File: src/rtl/stack_pkg.sv
// Shared types for the operand-stack controller: FSM states and the push/pop op decode.
package stack_pkg;

  typedef enum logic {RUN, FAULT} stack_state_t;

  // Encoding matches {push, pop} so a direct cast performs the decode.
  typedef enum logic [1:0] {OP_NOP, OP_POP, OP_PUSH, OP_REPL} stack_op_t;

  function automatic stack_op_t decode_op(input logic push, input logic pop);
    return stack_op_t'({push, pop});
  endfunction

endpackage

File: src/rtl/stack_ram.sv
// Operand-stack storage: one synchronous write port, one asynchronous read port, no reset.
module stack_ram #(
  parameter int DATA_W = 8,
  parameter int DEPTH  = 8,
  localparam int AW    = $clog2(DEPTH)
) (
  input  logic              clk,
  input  logic              we,
  input  logic [AW-1:0]     waddr,
  input  logic [DATA_W-1:0] wdata,
  input  logic [AW-1:0]     raddr,
  output logic [DATA_W-1:0] rdata
);

  logic [DATA_W-1:0] mem_q [DEPTH];

  always_ff @(posedge clk) begin
    if (we) mem_q[waddr] <= wdata;
  end

  assign rdata = mem_q[raddr];

endmodule

File: src/rtl/stack_ctrl.sv
// Stack controller: stack pointer, op decode, RUN/FAULT sequencing and sticky error flags.
//   state | meaning
//   RUN   | stack traffic served normally
//   FAULT | overflow/underflow seen; all traffic blocked until clear_err
module stack_ctrl
  import stack_pkg::*;
#(
  parameter int DATA_W = 8,
  parameter int DEPTH  = 8,
  localparam int SP_W  = $clog2(DEPTH + 1),
  localparam int AW    = $clog2(DEPTH)
) (
  input  logic              clk,
  input  logic              reset,
  input  logic              push,
  input  logic              pop,
  input  logic [DATA_W-1:0] push_data,
  input  logic              flush,
  input  logic              clear_err,
  output logic [DATA_W-1:0] tos,
  output logic              tos_zero,
  output logic              empty,
  output logic              full,
  output logic [SP_W-1:0]   count,
  output logic              overflow,
  output logic              underflow,
  output logic              fault
);

  localparam logic [SP_W-1:0] SP_ONE  = SP_W'(1);
  localparam logic [SP_W-1:0] SP_FULL = SP_W'(DEPTH);
  localparam logic [AW-1:0]   AW_ONE  = AW'(1);

  stack_state_t      state_q, state_d;
  logic [SP_W-1:0]   sp_q, sp_d;
  logic              overflow_q, overflow_d;
  logic              underflow_q, underflow_d;
  logic              we;
  logic [AW-1:0]     waddr;
  logic [AW-1:0]     top_addr;
  logic [DATA_W-1:0] rdata;
  stack_op_t         op;

  // Modulo-DEPTH arithmetic gives DEPTH-1 when sp is full, so no extra guard is needed.
  assign top_addr = sp_q[AW-1:0] - AW_ONE;
  assign op       = decode_op(push, pop);

  assign empty     = (sp_q == '0);
  assign full      = (sp_q == SP_FULL);
  assign count     = sp_q;
  assign tos       = empty ? '0 : rdata;
  assign tos_zero  = !empty && (rdata == '0);
  assign overflow  = overflow_q;
  assign underflow = underflow_q;
  assign fault     = (state_q == FAULT);

  always_comb begin
    state_d     = state_q;
    sp_d        = sp_q;
    overflow_d  = overflow_q;
    underflow_d = underflow_q;
    we          = 1'b0;
    waddr       = sp_q[AW-1:0];
    if (state_q == RUN) begin
      // Clear first so a same-cycle error event below takes precedence.
      if (clear_err) begin
        overflow_d  = 1'b0;
        underflow_d = 1'b0;
      end
      if (flush) begin
        sp_d = '0;
      end else begin
        unique case (op)
          OP_PUSH: begin
            if (full) begin
              overflow_d = 1'b1;
              state_d    = FAULT;
            end else begin
              we   = 1'b1;
              sp_d = sp_q + SP_ONE;
            end
          end
          OP_POP: begin
            if (empty) begin
              underflow_d = 1'b1;
              state_d     = FAULT;
            end else begin
              sp_d = sp_q - SP_ONE;
            end
          end
          OP_REPL: begin
            we = 1'b1;
            if (empty) begin
              sp_d        = SP_ONE;
              underflow_d = 1'b1;
              state_d     = FAULT;
            end else begin
              waddr = top_addr;
            end
          end
          default: ;
        endcase
      end
    end else if (clear_err) begin
      overflow_d  = 1'b0;
      underflow_d = 1'b0;
      state_d     = RUN;
    end
  end

  always_ff @(posedge clk or negedge reset) begin
    if (!reset) begin
      state_q     <= RUN;
      sp_q        <= '0;
      overflow_q  <= 1'b0;
      underflow_q <= 1'b0;
    end else begin
      state_q     <= state_d;
      sp_q        <= sp_d;
      overflow_q  <= overflow_d;
      underflow_q <= underflow_d;
    end
  end

  stack_ram #(
    .DATA_W(DATA_W),
    .DEPTH (DEPTH)
  ) u_ram (
    .clk  (clk),
    .we   (we),
    .waddr(waddr),
    .wdata(push_data),
    .raddr(top_addr),
    .rdata(rdata)
  );

endmodule

File: config.mk
export PLATFORM = sky130hd
export DESIGN_NAME = stack_ctrl
export DESIGN_NICKNAME = d
export VERILOG_FILES = /design/src/rtl/stack_pkg.sv /design/src/rtl/stack_ram.sv /design/src/rtl/stack_ctrl.sv
export SDC_FILE = /design/constraint.sdc
export NUM_CORES = 1
export LEC_CHECK = 0
export CAP_MARGIN = 30
export CORE_ASPECT_RATIO = 0.6
export CORE_MARGIN = 2
export CORE_UTILIZATION = 56
export CTS_CLUSTER_SIZE = 40
export DETAILED_ROUTE_END_ITERATION = 10
export PLACE_DENSITY_LB_ADDON = 0.12
export SLEW_MARGIN = 25
export SYNTH_ARGS = -nofsm -noshare
export SYNTH_HDL_FRONTEND = slang
export SYNTH_SLANG_ARGS = --single-unit
File: constraint.sdc
create_clock -name clk -period 6.6 [get_ports clk]
set_clock_uncertainty 0.05 [all_clocks]
set_input_delay 0.99 -clock clk [delete_from_list [all_inputs] [get_ports clk]]
set_output_delay 0.99 -clock clk [all_outputs]
set_load 0.03 [all_outputs]
==> impl_results.md, run 1 <==
* Outcome: finished, final reports clean
* Final nets at 256
* Cell Area, Synth at between 3000 and 4000 um2
* Synth async-reset ratio at 9.86%
* Initial Util at just under 60%
* Setup-failing EPs final at 0
* Cts-stage hold buffer count at 0
* Yosys reg bits at a little over 70
* Rows at 21
* Post-route DRC at 0
* GRT Util Overall at 23.6%
* First-pass GRT wire length at 10.5 mm
* Vias post-DR at 1929
* Final worst path period share at 72.0%
* Period minus WS final at 4.76 ns
* Post-DP Area at 3560 um2
* Slew HR at between 30 and 40%
* Post-synth EDFFs at 64
* Max Buffers Root-to-Sink at 2
* Drt total wl at around 6.6 mm
* Seq/Total Area, Yosys at 65.3%
* Fraction of layout cells with a size suffix above 1 at approximately 16%
* Synthesis-to-layout area growth at 17.7%
* DR pass1 iterations at 4
* Setup TNS Final at 0 ns
* Critical path peak fanout at 19
* Min Hold Slack at 0.489 ns
* Design area at 3780 um2
* HPWL after detailed placement at 4.54 mm
* Final antenna-violating net count at 0
* Cell type with the largest total area after synthesis: edfxtp_1
* Worst setup SP type: flop
* Vias per cell at 5.94
* Synthesized Nets at 222
* GP Congestion at 0.871
* Initial DRC count at 218
* Area share of the largest cell type after synthesis at 59.8%
* Clk pin slew, worst setup/hold paths at 0.08 ns
* Min-Delay Path Class: reg -> reg
* Initial antenna violation count at 0
* Max Slew Vio Count at 0
* Die footprint at 6380 um2
* RSZ-0062 raised after global routing: no
* Port Buf Inserts at 31
* Yosys Warn Count at 0
* Clock Latency Late Sink at 0.35 ns
* Avg Inst Size Synth at 15.6 um2
* Fill cell count at 369
* CTS H-Tree Depth at 3
* CP arrival at 3.72 ns
* DIE WIDTH at slightly above 100 um
* Slowest cell on crit path: ha_1
* Most instantiated library cell after synthesis: edfxtp_1
* Power Total at between 0.0015 and 0.002 W
* Delay-heaviest family, CP: buffers and inverters
* Cts repair resizes at 0
* Ys flop type: edfxtp_1
* Root Driver: clkbuf_8
* Area contributors post-synth: edfxtp_1, mux4_2, dfrtp_1
* Pin count of the biggest net entering global routing at 20
* Max incr delay on CP at between 0.8 and 0.9 ns
* IO Pins at 32
* CTS tree: built
* PD cells at between 500 and 600 nW/um2
* TritonCTS buffer count at 9
* Achievable frequency at around 0.21 GHz
* Cell Chain, Critical Path: clkinv_1 -> ha_1 -> mux4_2 -> or3_1 -> nor3_1 -> o22ai_1 -> nor2_1 -> clkdlybuf4s50_1
* Ant. Diodes at 0
* Number of clock sinks at 71
* R2r setup slk at ~3.3 ns
* Per-cell routed wire length at about 20 um
* Post-Synthesis Cells at 206
* Leakage at 1.26 nW
* Worst EP required at about 5.6 ns
* Post-CTS Setup Bufs at 0
* Buf/Inv on CP at 2
* Critical path endpoint category: primary output
* Peak VDD IR at 337 uV
* Core Box Area at 5540 um2
* Max Cap Viol at 0
* Slew @ Worst Pin at 0.980 ns
* Top cells by count, synth: edfxtp_1, nor2_1, mux4_2
* Vias in the first global route at 1887
* Grt total ovfl at 0
* Die Y at 62.7 um
* WS Path Type: reg -> out
* Fin. Hold Viols at 0
* Post-synth cell types at 45
power breakdown:
group,internal [W],switching [W]
Combinational,0.000431,0.000587
Clock,0.000180,0.000174
Sequential,0.000540,0.0000479
Total,0.00115,0.000809
worst min-delay path, delay by kind of cell (launching register included):
kind	cells	cell delay (ns)
flops	1	0.38
buf+inv	1	0.05
compound gates	1	0.07
cell type report:
type	instances	area (um2)	share of cell area, %
Clock inverter	7	78.8	2.08
Sequential cell	71	2100	55.4
Timing Repair Buffer	35	340	9.00
Multi-Input combinational cell	116	1020	26.9
Clock buffer	9	124	3.27
Inverter	7	26.3	0.695
Tap cell	80	100	2.65
cells in the final DEF, fill, tap and decap left out, types with 2 or more instances in the layout:
cell	netlist	routed
edfxtp_1	64	64
clkdlybuf4s50_1	0	31
nor2_1	17	16
mux4_2	15	15
nand2_1	13	13
clkbuf_8	0	9
dfrtp_1	7	7
a21oi_1	6	6
o21ai_0	6	6
inv_1	5	5
mux2i_1	5	5
nand3_1	5	5
nor2b_1	4	4
xnor2_1	4	4
nor3_1	4	4
buf_4	2	4
a22oi_1	3	3
a32o_1	3	3
inv_6	0	3
nand3b_1	2	2
clkinv_1	1	2
or3_1	2	2
o22ai_1	2	2
a22o_1	2	2
o21bai_1	2	2
nand2b_1	2	2
ha_1	2	2
logic make-up after synthesis:
group | count (synthesis) | share of synthesized area (%)
DFF | 71 | 65.3
muxes | 21 | 12.9
buffers and inverters | 19 | 3.19
AOI/OAI and AO/OA | 32 | 6.93
xor gates and xnor gates | 6 | 2.22
adders and majority gates | 2 | 0.779
and+or+nand+nor | 55 | 8.72
per-stage QoR:
stage / setup WS, ns / util [%] / instances
global route: 1.64 / 68.2 / 325
CTS: 1.88 / 67.9 / 323
finish: 1.84 / 68.2 / 325
floorplan: 2.53 / - / 206
global placement: 2.40 / 64.3 / 307
detailed placement: 2.30 / 64.3 / 307
per-layer routing:
layer  vias up  track usage [%]  share of wire [%]
met5         -                0                  0
met4         0             9.12                1.4
met3        11             9.62                 11
met2        99             29.5                 41
met1       943             36.6                 46
li1        876                -                  -
registers in the layout (all words and copies together) (netlist names):
signal,count
u_ram.mem_q,64
underflow,1
overflow,1
count,4
fault,1
path summary, 6_finish.rpt:
| kind | start | end | cells after the start |
|---|---|---|---|
| max | count[0] | tos_zero | 8 |
| min | underflow | underflow | 2 |
| max reg2reg | count[1] | u_ram.mem_q[5][2] | 8 |
| min reg2reg | underflow | underflow | 2 |
| max in group asynchronous | reset | fault | 1 |
| min in group asynchronous | reset | overflow | 1 |
Note: power is estimated with default switching activity, not from simulation.
==> run 2, diff against run 1 <==
CORE_UTILIZATION = 51   (was 56)
clock period = 3.95 ns   (was 6.6 ns; I/O delays follow)
==> impl_results.md, run 2 (synthesis results as in run 1) <==
* Area of the multi-input gates at 1010 um2 (-0.25%)
* Worst setup SP type: flop
* Slew @ Worst Pin at 0.880 ns (-0.100 ns)
* Max incr delay on CP at 0.62 ns (-0.27 ns)
* Cell Chain, Critical Path: inv_1 -> ha_1 -> xor2_4 -> mux4_2 -> mux2i_1 -> nor2_1 -> clkdlybuf4s50_1
* Ant. Diodes at 0 (unchanged)
* Fill cell count at 475 (+29%)
* Critical path peak fanout at 10 (-9)
* Placed cell count at 322 (+4.9%)
* Final worst path period share at 94.2%
* Final nets at 267 (+4.3%)
* Setup slack after layout at 0.230 ns (-1.62 ns)
* HPWL after detailed placement at 4.97 mm (+9.3%)
* GRT Util Overall at 22.3% (-1.3 points)
* FF/Latch Area at 2100 um2 (unchanged)
* Slew HR at 41.1% (+6.5 points)
* Critical path endpoint category: primary output
* Drt total wl at 7.00 mm (+6.1%)
* Initial Util at 52.6% (-5.4 points)
* Die Y at 65.5 um (+4.5%)
* Vias in the first global route at 1931 (+2.3%)
* Clk pin slew, worst setup/hold paths at 0.08 ns (about the same)
* Largest Register: u_ram.mem_q
* DIE WIDTH at 106 um (+4.6%)
* Cts repair resizes at 0 (unchanged)
* Initial DRC count at 208 (-4.6%)
* Setup TNS Final at 0 ns (unchanged)
* Grt total ovfl at 0 (unchanged)
* Synthesis-to-layout area growth at 19.1%
* Fraction of layout cells with a size suffix above 1 at 21.9% (+5.5 points)
* Max FFs per register at 64 (unchanged)
* Fin. Hold Viols at 0 (unchanged)
* GP Congestion at 0.893 (+2.5%)
* CTS H-Tree Depth at 3 (unchanged)
* Outcome: finished, final reports clean
* Post-Place Setup Slack at 0.453 ns (-1.85 ns)
* Vias per cell at 5.85 (-1.5%)
* Per-cell routed wire length at 20.6 um (+1.5%)
* Final Non-Filler Cells at 340 (+4.6%)
* Min-Delay Path Class: reg -> reg
* PD cells at 848 nW/um2 (+64%)
* R2r setup slk at 0.56 ns (-2.69 ns)
* Max Slew Vio Count at 0 (unchanged)
* Max Buffers Root-to-Sink at 2 (unchanged)
* Max Cap Viol at 0 (unchanged)
* CTS tree: built
* Die footprint at 6970 um2 (+9.3%)
* Most frequent cells in the layout: edfxtp_1, clkdlybuf4s50_1, buf_4
* DR pass1 iterations at 5 (+1)
* Root Driver: clkbuf_8
* Worst EP required at 3.31 ns (-2.25 ns)
* Post-CTS Setup Bufs at 0 (unchanged)
* WS Path Type: reg -> out
* RSZ-0062 raised after global routing: no
* Achievable frequency at 0.269 GHz
* First-pass GRT wire length at 10.8 mm (+2.3%)
* Vias post-DR at 1988 (+3.1%)
* Port Buf Inserts at 31 (unchanged)
* Core Box Area at 6110 um2 (+10%)
* Clock Latency Late Sink at 0.35 ns (about the same)
* Number of clock sinks at 71 (unchanged)
* Slowest cell on crit path: clkdlybuf4s50_1
* Post-route DRC at 0 (unchanged)
* TritonCTS buffer count at 9 (unchanged)
* Cts-stage hold buffer count at 0 (unchanged)
* Pin count of the biggest net entering global routing at 18 (-10%)
* Utilization after layout at 62.6% (-5.6 points)
* Period minus WS final at 3.72 ns
* Initial antenna violation count at 0 (unchanged)
* Leakage at 1.31 nW (+4.0%)
* Peak VDD IR at 361 uV (+7.2%)
* Most common cell after layout, fill and taps aside: edfxtp_1
* Setup-failing EPs final at 0 (unchanged)
* IO Pins at 32 (unchanged)
* Rows at 22 (+4.8%)
* CP arrival at 3.08 ns (-0.64 ns)
* Final antenna-violating net count at 0 (unchanged)
* Min Hold Slack at 0.485 ns (-0.00416 ns)
[run 2: cell count changes in the layout (fill, tap and decap cells not counted), sizes merged]
cell,change
clkinv,+1
clkdlybuf4s50,-6
inv,-1
buf,+17
clkinvlp,+1
bufinv,-1
[run 2: worst max-delay path: cells and delay by family, from the launching register on]
| kind | cells | cell delay, ns |
|---|---|---|
| muxes | 2 | 0.80 |
| buffers and inverters | 2 | 0.77 |
| DFF | 1 | 0.53 |
| adders and majority gates | 1 | 0.28 |
| xor gates and xnor gates | 1 | 0.28 |
| and+or+nand+nor | 1 | 0.08 |
[run 2: worst paths after layout]
path,start,end,cells past startpoint
max in group asynchronous,reset,count[0],1
hold / removal,overflow,overflow,2
setup reg to reg,count[1],u_ram.mem_q[7][1],9
min in group asynchronous,reset,count[2],1
hold reg to reg,overflow,overflow,2
setup / recovery,count[1],tos[2],7
[run 2: layout make-up]
cell class	count	share of cell area (%)
inverters	7	0.686
multi-input cells	116	26.5
clock inverters	7	1.41
repair buffers	46	10.7
flip-flops and latches	71	54.8
well taps	84	2.75
clock buffers	9	3.24
[run 2: per-layer routing]
layer | track usage (%) | routed length [um] | share of wire, % | vias to the layer above
met3 | 8.63 | 717 | 10 | 8
li1 | - | - | - | 899
met2 | 30.9 | 3030 | 43 | 96
met4 | 6.49 | 66 | 0.94 | 0
met1 | 32.9 | 3190 | 45 | 985
met5 | 0 | 0 | 0 | -
[run 2: power breakdown]
part           switching, W  leakage, nW  internal (W)  total [W]
logic               0.00102        0.551      0.000741    0.00176
registers         0.0000710        0.671      0.000902   0.000973
clock network      0.000282       0.0843      0.000233   0.000515
[run 2: per-stage QoR]
step	power [W]	cell area (um2)
after global routing	0.00343	3830
after CTS	0.00322	3810
after floorplan	0.00219	3210
after global placement	0.00268	3630
final	0.00325	3830
after detailed placement	0.00270	3630
